File: config.mk
export PLATFORM = sky130hd
export DESIGN_NAME = ahb_bus_decoder_mux
export DESIGN_NICKNAME = d
export VERILOG_FILES = /design/src/rtl/ahb_bus_decoder_mux.sv
export SDC_FILE = /design/constraint.sdc
export NUM_CORES = 1
export LEC_CHECK = 0
export CORE_ASPECT_RATIO = 0.7
export CORE_MARGIN = 8
export CORE_UTILIZATION = 23
export CTS_CLUSTER_DIAMETER = 40
export DETAILED_ROUTE_END_ITERATION = 16
export GPL_ROUTABILITY_DRIVEN = 0
export PLACE_DENSITY = 0.88
export SYNTH_ARGS = -nofsm -noshare
export SYNTH_HDL_FRONTEND = slang
export SYNTH_SLANG_ARGS = --single-unit
export TNS_END_PERCENT = 5
File: constraint.sdc
create_clock -name HCLK -period 2.6 [get_ports HCLK]
set_input_delay 0.65 -clock HCLK [delete_from_list [all_inputs] [get_ports HCLK]]
set_output_delay 0.65 -clock HCLK [all_outputs]
set_load 0.01 [all_outputs]
File: src/rtl/ahb_bus_decoder_mux.sv
// ---------------------------------------------------------------------------
// ahb_bus_decoder_mux
// AHB-Lite address decoder plus slave-to-master response multiplexer for
// NUM_SLAVES mask/base regions, with a built-in default slave that answers
// unmapped transfers with a two-cycle ERROR response.
//
// Ports:
//   HCLK, HRESET        bus clock, synchronous active-high reset
//   HADDR, HTRANS       master address-phase signals
//   HSEL                combinational one-hot (or zero) slave selects
//   HRDATA_S            packed slave read data, slot i at [i*DATA_W +: DATA_W]
//   HREADYOUT_S/HRESP_S per-slave ready / response
//   HRDATA/HREADY/HRESP muxed response to the master (HREADY also to slaves)
//
// Optional feature (macro DEC_ERR_LOG_EN): adds err_count (saturating count
// of unmapped transfers accepted) and err_addr (HADDR of the latest one).
// ---------------------------------------------------------------------------
module ahb_bus_decoder_mux #(
    parameter int                             NUM_SLAVES = 4,
    parameter int                             ADDR_W     = 32,
    parameter int                             DATA_W     = 32,
    parameter logic [NUM_SLAVES*ADDR_W-1:0]   SLV_BASE   = {32'h3000_0000, 32'h2000_0000,
                                                            32'h1000_0000, 32'h0000_0000},
    parameter logic [NUM_SLAVES*ADDR_W-1:0]   SLV_MASK   = {4{32'hFFFF_0000}}
) (
    input  logic                         HCLK,
    input  logic                         HRESET,
    input  logic [ADDR_W-1:0]            HADDR,
    input  logic [1:0]                   HTRANS,
    output logic [NUM_SLAVES-1:0]        HSEL,
    input  logic [NUM_SLAVES*DATA_W-1:0] HRDATA_S,
    input  logic [NUM_SLAVES-1:0]        HREADYOUT_S,
    input  logic [NUM_SLAVES-1:0]        HRESP_S,
    output logic [DATA_W-1:0]            HRDATA,
    output logic                         HREADY,
    output logic                         HRESP
`ifdef DEC_ERR_LOG_EN
    ,
    output logic [15:0]                  err_count,
    output logic [ADDR_W-1:0]            err_addr
`endif
);

    typedef enum logic [1:0] {
        D_IDLE = 2'd0,
        D_ERR1 = 2'd1,
        D_ERR2 = 2'd2
    } dstate_t;

    dstate_t                 state_r;
    dstate_t                 state_nxt_s;
    logic                    valid_s;
    logic [NUM_SLAVES-1:0]   match_s;
    logic [NUM_SLAVES-1:0]   lowest_s;
    logic                    def_sel_s;
    logic [NUM_SLAVES:0]     dsel_r;
    logic                    dflt_ready_s;
    logic                    dflt_resp_s;
    logic [DATA_W-1:0]       rdata_s;
    logic                    ready_s;
    logic                    resp_s;
    logic                    unused_htrans_s;

    // HTRANS[0] only distinguishes NONSEQ/SEQ and IDLE/BUSY; neither matters here.
    assign unused_htrans_s = HTRANS[0];
    assign valid_s         = !HRESET && HTRANS[1];

    // Region compare for every slot.
    always_comb begin
        match_s = '0;
        for (int i = 0; i < NUM_SLAVES; i++) begin
            match_s[i] = ((HADDR & SLV_MASK[i*ADDR_W +: ADDR_W]) ==
                          (SLV_BASE[i*ADDR_W +: ADDR_W] & SLV_MASK[i*ADDR_W +: ADDR_W]));
        end
    end

    // Isolating the lowest set bit gives lowest-index priority on overlap.
    assign lowest_s  = match_s & (~match_s + NUM_SLAVES'(1'b1));
    assign HSEL      = valid_s ? lowest_s : '0;
    assign def_sel_s = valid_s && (match_s == '0);

    // Default-slave next state and its HREADY/HRESP contribution.
    always_comb begin
        state_nxt_s  = state_r;
        dflt_ready_s = 1'b1;
        dflt_resp_s  = 1'b0;
        case (state_r)
            D_IDLE: begin
                if (HREADY && def_sel_s) begin
                    state_nxt_s = D_ERR1;
                end else begin
                    state_nxt_s = D_IDLE;
                end
            end
            D_ERR1: begin
                state_nxt_s  = D_ERR2;
                dflt_ready_s = 1'b0;
                dflt_resp_s  = 1'b1;
            end
            D_ERR2: begin
                dflt_ready_s = 1'b1;
                dflt_resp_s  = 1'b1;
                // HREADY is high in this state, so a new unmapped access is accepted now.
                if (def_sel_s) begin
                    state_nxt_s = D_ERR1;
                end else begin
                    state_nxt_s = D_IDLE;
                end
            end
            default: begin
                state_nxt_s = D_IDLE;
            end
        endcase
    end

    // Response mux driven by the registered data-phase select.
    always_comb begin
        rdata_s = '0;
        ready_s = 1'b1;
        resp_s  = 1'b0;
        if (dsel_r[NUM_SLAVES]) begin
            ready_s = dflt_ready_s;
            resp_s  = dflt_resp_s;
        end else if (dsel_r[NUM_SLAVES-1:0] != '0) begin
            // dsel is one-hot, so AND-OR muxing is exact.
            ready_s = |(dsel_r[NUM_SLAVES-1:0] & HREADYOUT_S);
            resp_s  = |(dsel_r[NUM_SLAVES-1:0] & HRESP_S);
            for (int i = 0; i < NUM_SLAVES; i++) begin
                rdata_s = rdata_s | ({DATA_W{dsel_r[i]}} & HRDATA_S[i*DATA_W +: DATA_W]);
            end
        end else begin
            ready_s = 1'b1;
            resp_s  = 1'b0;
        end
    end

    assign HRDATA = rdata_s;
    assign HREADY = ready_s;
    assign HRESP  = resp_s;

    // Data-phase select and default-slave state registers.
    always_ff @(posedge HCLK) begin
        if (HRESET) begin
            dsel_r  <= '0;
            state_r <= D_IDLE;
        end else begin
            state_r <= state_nxt_s;
            if (HREADY) begin
                dsel_r <= {def_sel_s, HSEL};
            end else begin
                dsel_r <= dsel_r;
            end
        end
    end

`ifdef DEC_ERR_LOG_EN
    logic [15:0]       err_count_r;
    logic [ADDR_W-1:0] err_addr_r;
    logic              err_load_s;

    // Entering D_ERR1 from anywhere else marks a newly accepted unmapped access.
    assign err_load_s = (state_nxt_s == D_ERR1) && (state_r != D_ERR1) && !HRESET;

    // Saturating error counter and address capture.
    always_ff @(posedge HCLK) begin
        if (HRESET) begin
            err_count_r <= 16'h0000;
            err_addr_r  <= '0;
        end else if (err_load_s) begin
            err_addr_r <= HADDR;
            if (err_count_r != 16'hFFFF) begin
                err_count_r <= err_count_r + 16'h0001;
            end else begin
                err_count_r <= err_count_r;
            end
        end else begin
            err_count_r <= err_count_r;
            err_addr_r  <= err_addr_r;
        end
    end

    assign err_count = err_count_r;
    assign err_addr  = err_addr_r;
`endif

endmodule

==> out/results.ini <==
[outcome]
run_status = complete, but fails checks
failed_checks = setup timing

[timing]
slew_headroom_pct = 77.1
final-max-slew-violation-count = 0
fmax_ghz = 0.382
final.setup.worst_slack_ns = -0.0180
timing.final.crit_share_pct = 101
timing.final.crit_period_ns = 2.62
timing_hold_violations_final = 0
finalSetupViolCount = 2
unrepaired_setup_endpoints_after_global_routing = yes
worst_slew_pin_slew_ns = 0.342
finalClockSkew_ns = 0.000264

[drt]
drtIter0Drc = 87
post_drt_wl_per_cell_um = 19.6
total_vias_in_the_final_route = 2232
drtAntennaViolNets = 0
drc = 0
routed_wl_um = 8600
drtPass1Iterations = 4
drt-vias-per-instance = 5.10

[worst_setup_path]
worst_setup_path_start_kind = input pin
critPathBufInv = 4
crit_top_cell = sky130_fd_sc_hd__buf_4
critical_path_class = input pin to output port
path_length_in_cells_of_the_critical_path = 7
worst_r2r_path_depth = 5
r2r-end = dsel_r[2]
cp_slowest_cell = sky130_fd_sc_hd__clkdlybuf4s15_1
cp_arrival_ns = 1.97
crit_start = HADDR[16]
crit_path_cell_trace = clkdlybuf4s15_1, nor4_4, nand4_1, buf_4, buf_4, nor4b_4, buf_2
worstPathRequired_ns = 1.95
worst-path-max-fanout = 3
critPathCaptureType = output port
crit-reg2reg-launch = dsel_r[1]
rrSetupSlack_ns = 0.88
critical_path.top_delay_family = buffers and inverters
worst_path_largest_cell_delay_ns = 0.23

[place]
buffer_ports.inserted = 192
dpl-instance-area_um2 = 3260
dp.final_hpwl_um = 6820
pre_cts_ws_ns = -0.767

[layout]
final_net_count = 543
mostFrequentLayoutCell = sky130_fd_sc_hd__clkdlybuf4s50_1
area_growth_syn_to_layout_pct = 189
filler_cell_count = 437
most-common-layout-cells = 153 x sky130_fd_sc_hd__clkdlybuf4s50_1, 66 x sky130_fd_sc_hd__a22oi_1, 33 x sky130_fd_sc_hd__a21oi_1
ratio_of_cells_with_drive_above_1_in_the_final_layout_pct = 12.8
n_antenna_cell = 0
final_cell_area_um2 = 3430

[global_route]
gr-usage-all-layers_pct = 19.8
number_of_antenna_violations_at_the_first_check_in_global_routing = 0
grt-ovfl-total = 0
grt_max_degree = 36
first_global_vias = 2466
wire_length_of_the_first_global_routing_pass_um = 12300

[cts]
tritoncts_clock_tree = yes
path_clk_slew_ns = 0.04
cts_hold_repair.buffers = 0
cts-buffers-inserted = 3
number_of_sinks_driven_by_the_clock_tree = 7
max-clock-path-buffers = 2
cts.htree.levels = 1
cts_root_buf = sky130_fd_sc_hd__clkbuf_8
clock_insertion_delay_worst_skew_ns = 0.23

[min_path]
worst_hold_path_class = register to register
holdCritStartpoint = dsel_r[4]
holdPathStages = 2
worst_hold_endpoint = dsel_r[4]

[die]
area_of_the_die_um2 = 7760
floorplan.initialDensity_pct = 23.2
io_pins = 210
core-area_um2 = 5120
die-width_um = 102
die_h_um = 76.1
placement_rows = 22

[power_and_ir_drop]
leakage_power_of_the_design_nw = 1.50
finalPower_w = 0.000533
vdd.ir_drop.worst_mv = 0.200
power_per_standard_cell_area_nw_per_um2 = 155

[flow_run]
number_of_max_cap_violations = 0

[logic_synthesis]
synthesis.area_per_instance_um2 = 7.03
synth.area.top_cells = sky130_fd_sc_hd__a22oi_1 42%, sky130_fd_sc_hd__a21oi_1 14%, sky130_fd_sc_hd__dfxtp_1 12%
syn_area_um2 = 1190
yosysWarnings = 0
synth_fp_nets = 345
synth_cell_types = 24
synthesis.instances = 169
synth.yosys.seq_area_share_pct = 11.8
synth.top_cell.area_share_pct = 41.7
post-synth-top-area-cell = sky130_fd_sc_hd__a22oi_1
synthesized_flop_and_latch_total = 7

-- logic make-up (layout without fill, tap and decap cells) --
logic type,after synthesis,count (layout),synth area share [%]
AOI/OAI and AO/OA,106,106,61.8
buffers and inverters,25,222,8.11
and+or+nand+nor,23,23,10.3
DFF,7,7,11.8
adders and majority gates,4,4,4.21
muxes,4,4,3.79
-- Yosys cell counts --
cell,instances
sky130_fd_sc_hd__nand2b_1,1
sky130_fd_sc_hd__o211ai_1,1
sky130_fd_sc_hd__a211oi_1,1
sky130_fd_sc_hd__buf_1,1
sky130_fd_sc_hd__mux2_1,4
sky130_fd_sc_hd__o21ai_2,1
sky130_fd_sc_hd__buf_2,2
sky130_fd_sc_hd__o41ai_4,1
sky130_fd_sc_hd__nor4_1,5
sky130_fd_sc_hd__nor2b_1,5
sky130_fd_sc_hd__inv_1,6
sky130_fd_sc_hd__clkbuf_1,16
sky130_fd_sc_hd__nand2_1,6
sky130_fd_sc_hd__o21ai_0,1
sky130_fd_sc_hd__nor4b_1,1
sky130_fd_sc_hd__nand4_1,1
sky130_fd_sc_hd__ha_1,4
sky130_fd_sc_hd__nor3_1,1
sky130_fd_sc_hd__dfxtp_1,7
sky130_fd_sc_hd__a221oi_1,1
sky130_fd_sc_hd__nor2_1,3
sky130_fd_sc_hd__a22o_1,1
sky130_fd_sc_hd__a21oi_1,33
sky130_fd_sc_hd__a22oi_1,66
-- worst reg2reg max path: stages (launching register included) --
cell and delay [ns]:
sky130_fd_sc_hd__dfxtp_1 0.35, sky130_fd_sc_hd__o41ai_4 0.44, sky130_fd_sc_hd__buf_12 0.22, sky130_fd_sc_hd__o21ai_2 0.08, sky130_fd_sc_hd__buf_4 0.15, sky130_fd_sc_hd__mux2_1 0.34
-- stage by stage --
step | util (%) | TNS (ns) | std cells | hold slack (ns)
floorplan | - | 0 | 169 | 0.511
global placement | 63.8 | -2.68 | 429 | 0.544
detailed placement | 63.8 | -3.08 | 429 | 0.545
CTS | 65.9 | -0.0357 | 437 | 0.553
global route | 67.0 | -0.206 | 438 | 0.613
finish | 67.0 | -0.0349 | 438 | 0.568
-- power breakdown --
group	switching [W]	internal (W)
clock	0.0000476	0.000106
combinational	0.0000594	0.000207
sequential	0.00000240	0.000111
-- repair_timing --
action,in CTS,in global routing
endpoints found under the setup margin,6,24
endpoints found under the hold margin,0,0
resized for setup,43,46
pin swaps,7,6
buffers inserted,4,1
-- area by class of cell --
class / instances / area [um2] / area share [%]
Timing Repair Buffer: 212 / 2100 / 61.1
Multi-Input combinational cell: 137 / 1040 / 30.2
Sequential cell: 7 / 140 / 4.09
Tap cell: 72 / 90.1 / 2.63
Clock buffer: 4 / 45.0 / 1.31
Inverter: 6 / 22.5 / 0.657
-- worst max path at each step --
stage,endpoint,slack [ns]
after global placement,HSEL[1],-0.65
after global routing,HSEL[2],-0.10
after detailed placement,HSEL[3],-0.77
after floorplan,HSEL[1],0.26
after CTS,HSEL[2],-0.04
final,HSEL[1],-0.02
-- state kept, by name, summed over array words and instances, names as in the netlist --
register	flops
dsel_r	5
state_r	2
-- routing by layer --
| metal | track usage, % | part of all wire, % | up-vias |
|---|---|---|---|
| met5 | 0 | 0 | - |
| met3 | 7.12 | 9.5 | 10 |
| li1 | - | - | 1078 |
| met4 | 4.23 | 1.6 | 0 |
| met1 | 21.2 | 39 | 1025 |
| met2 | 35.7 | 50 | 119 |
(Power assumes the default switching activity.)
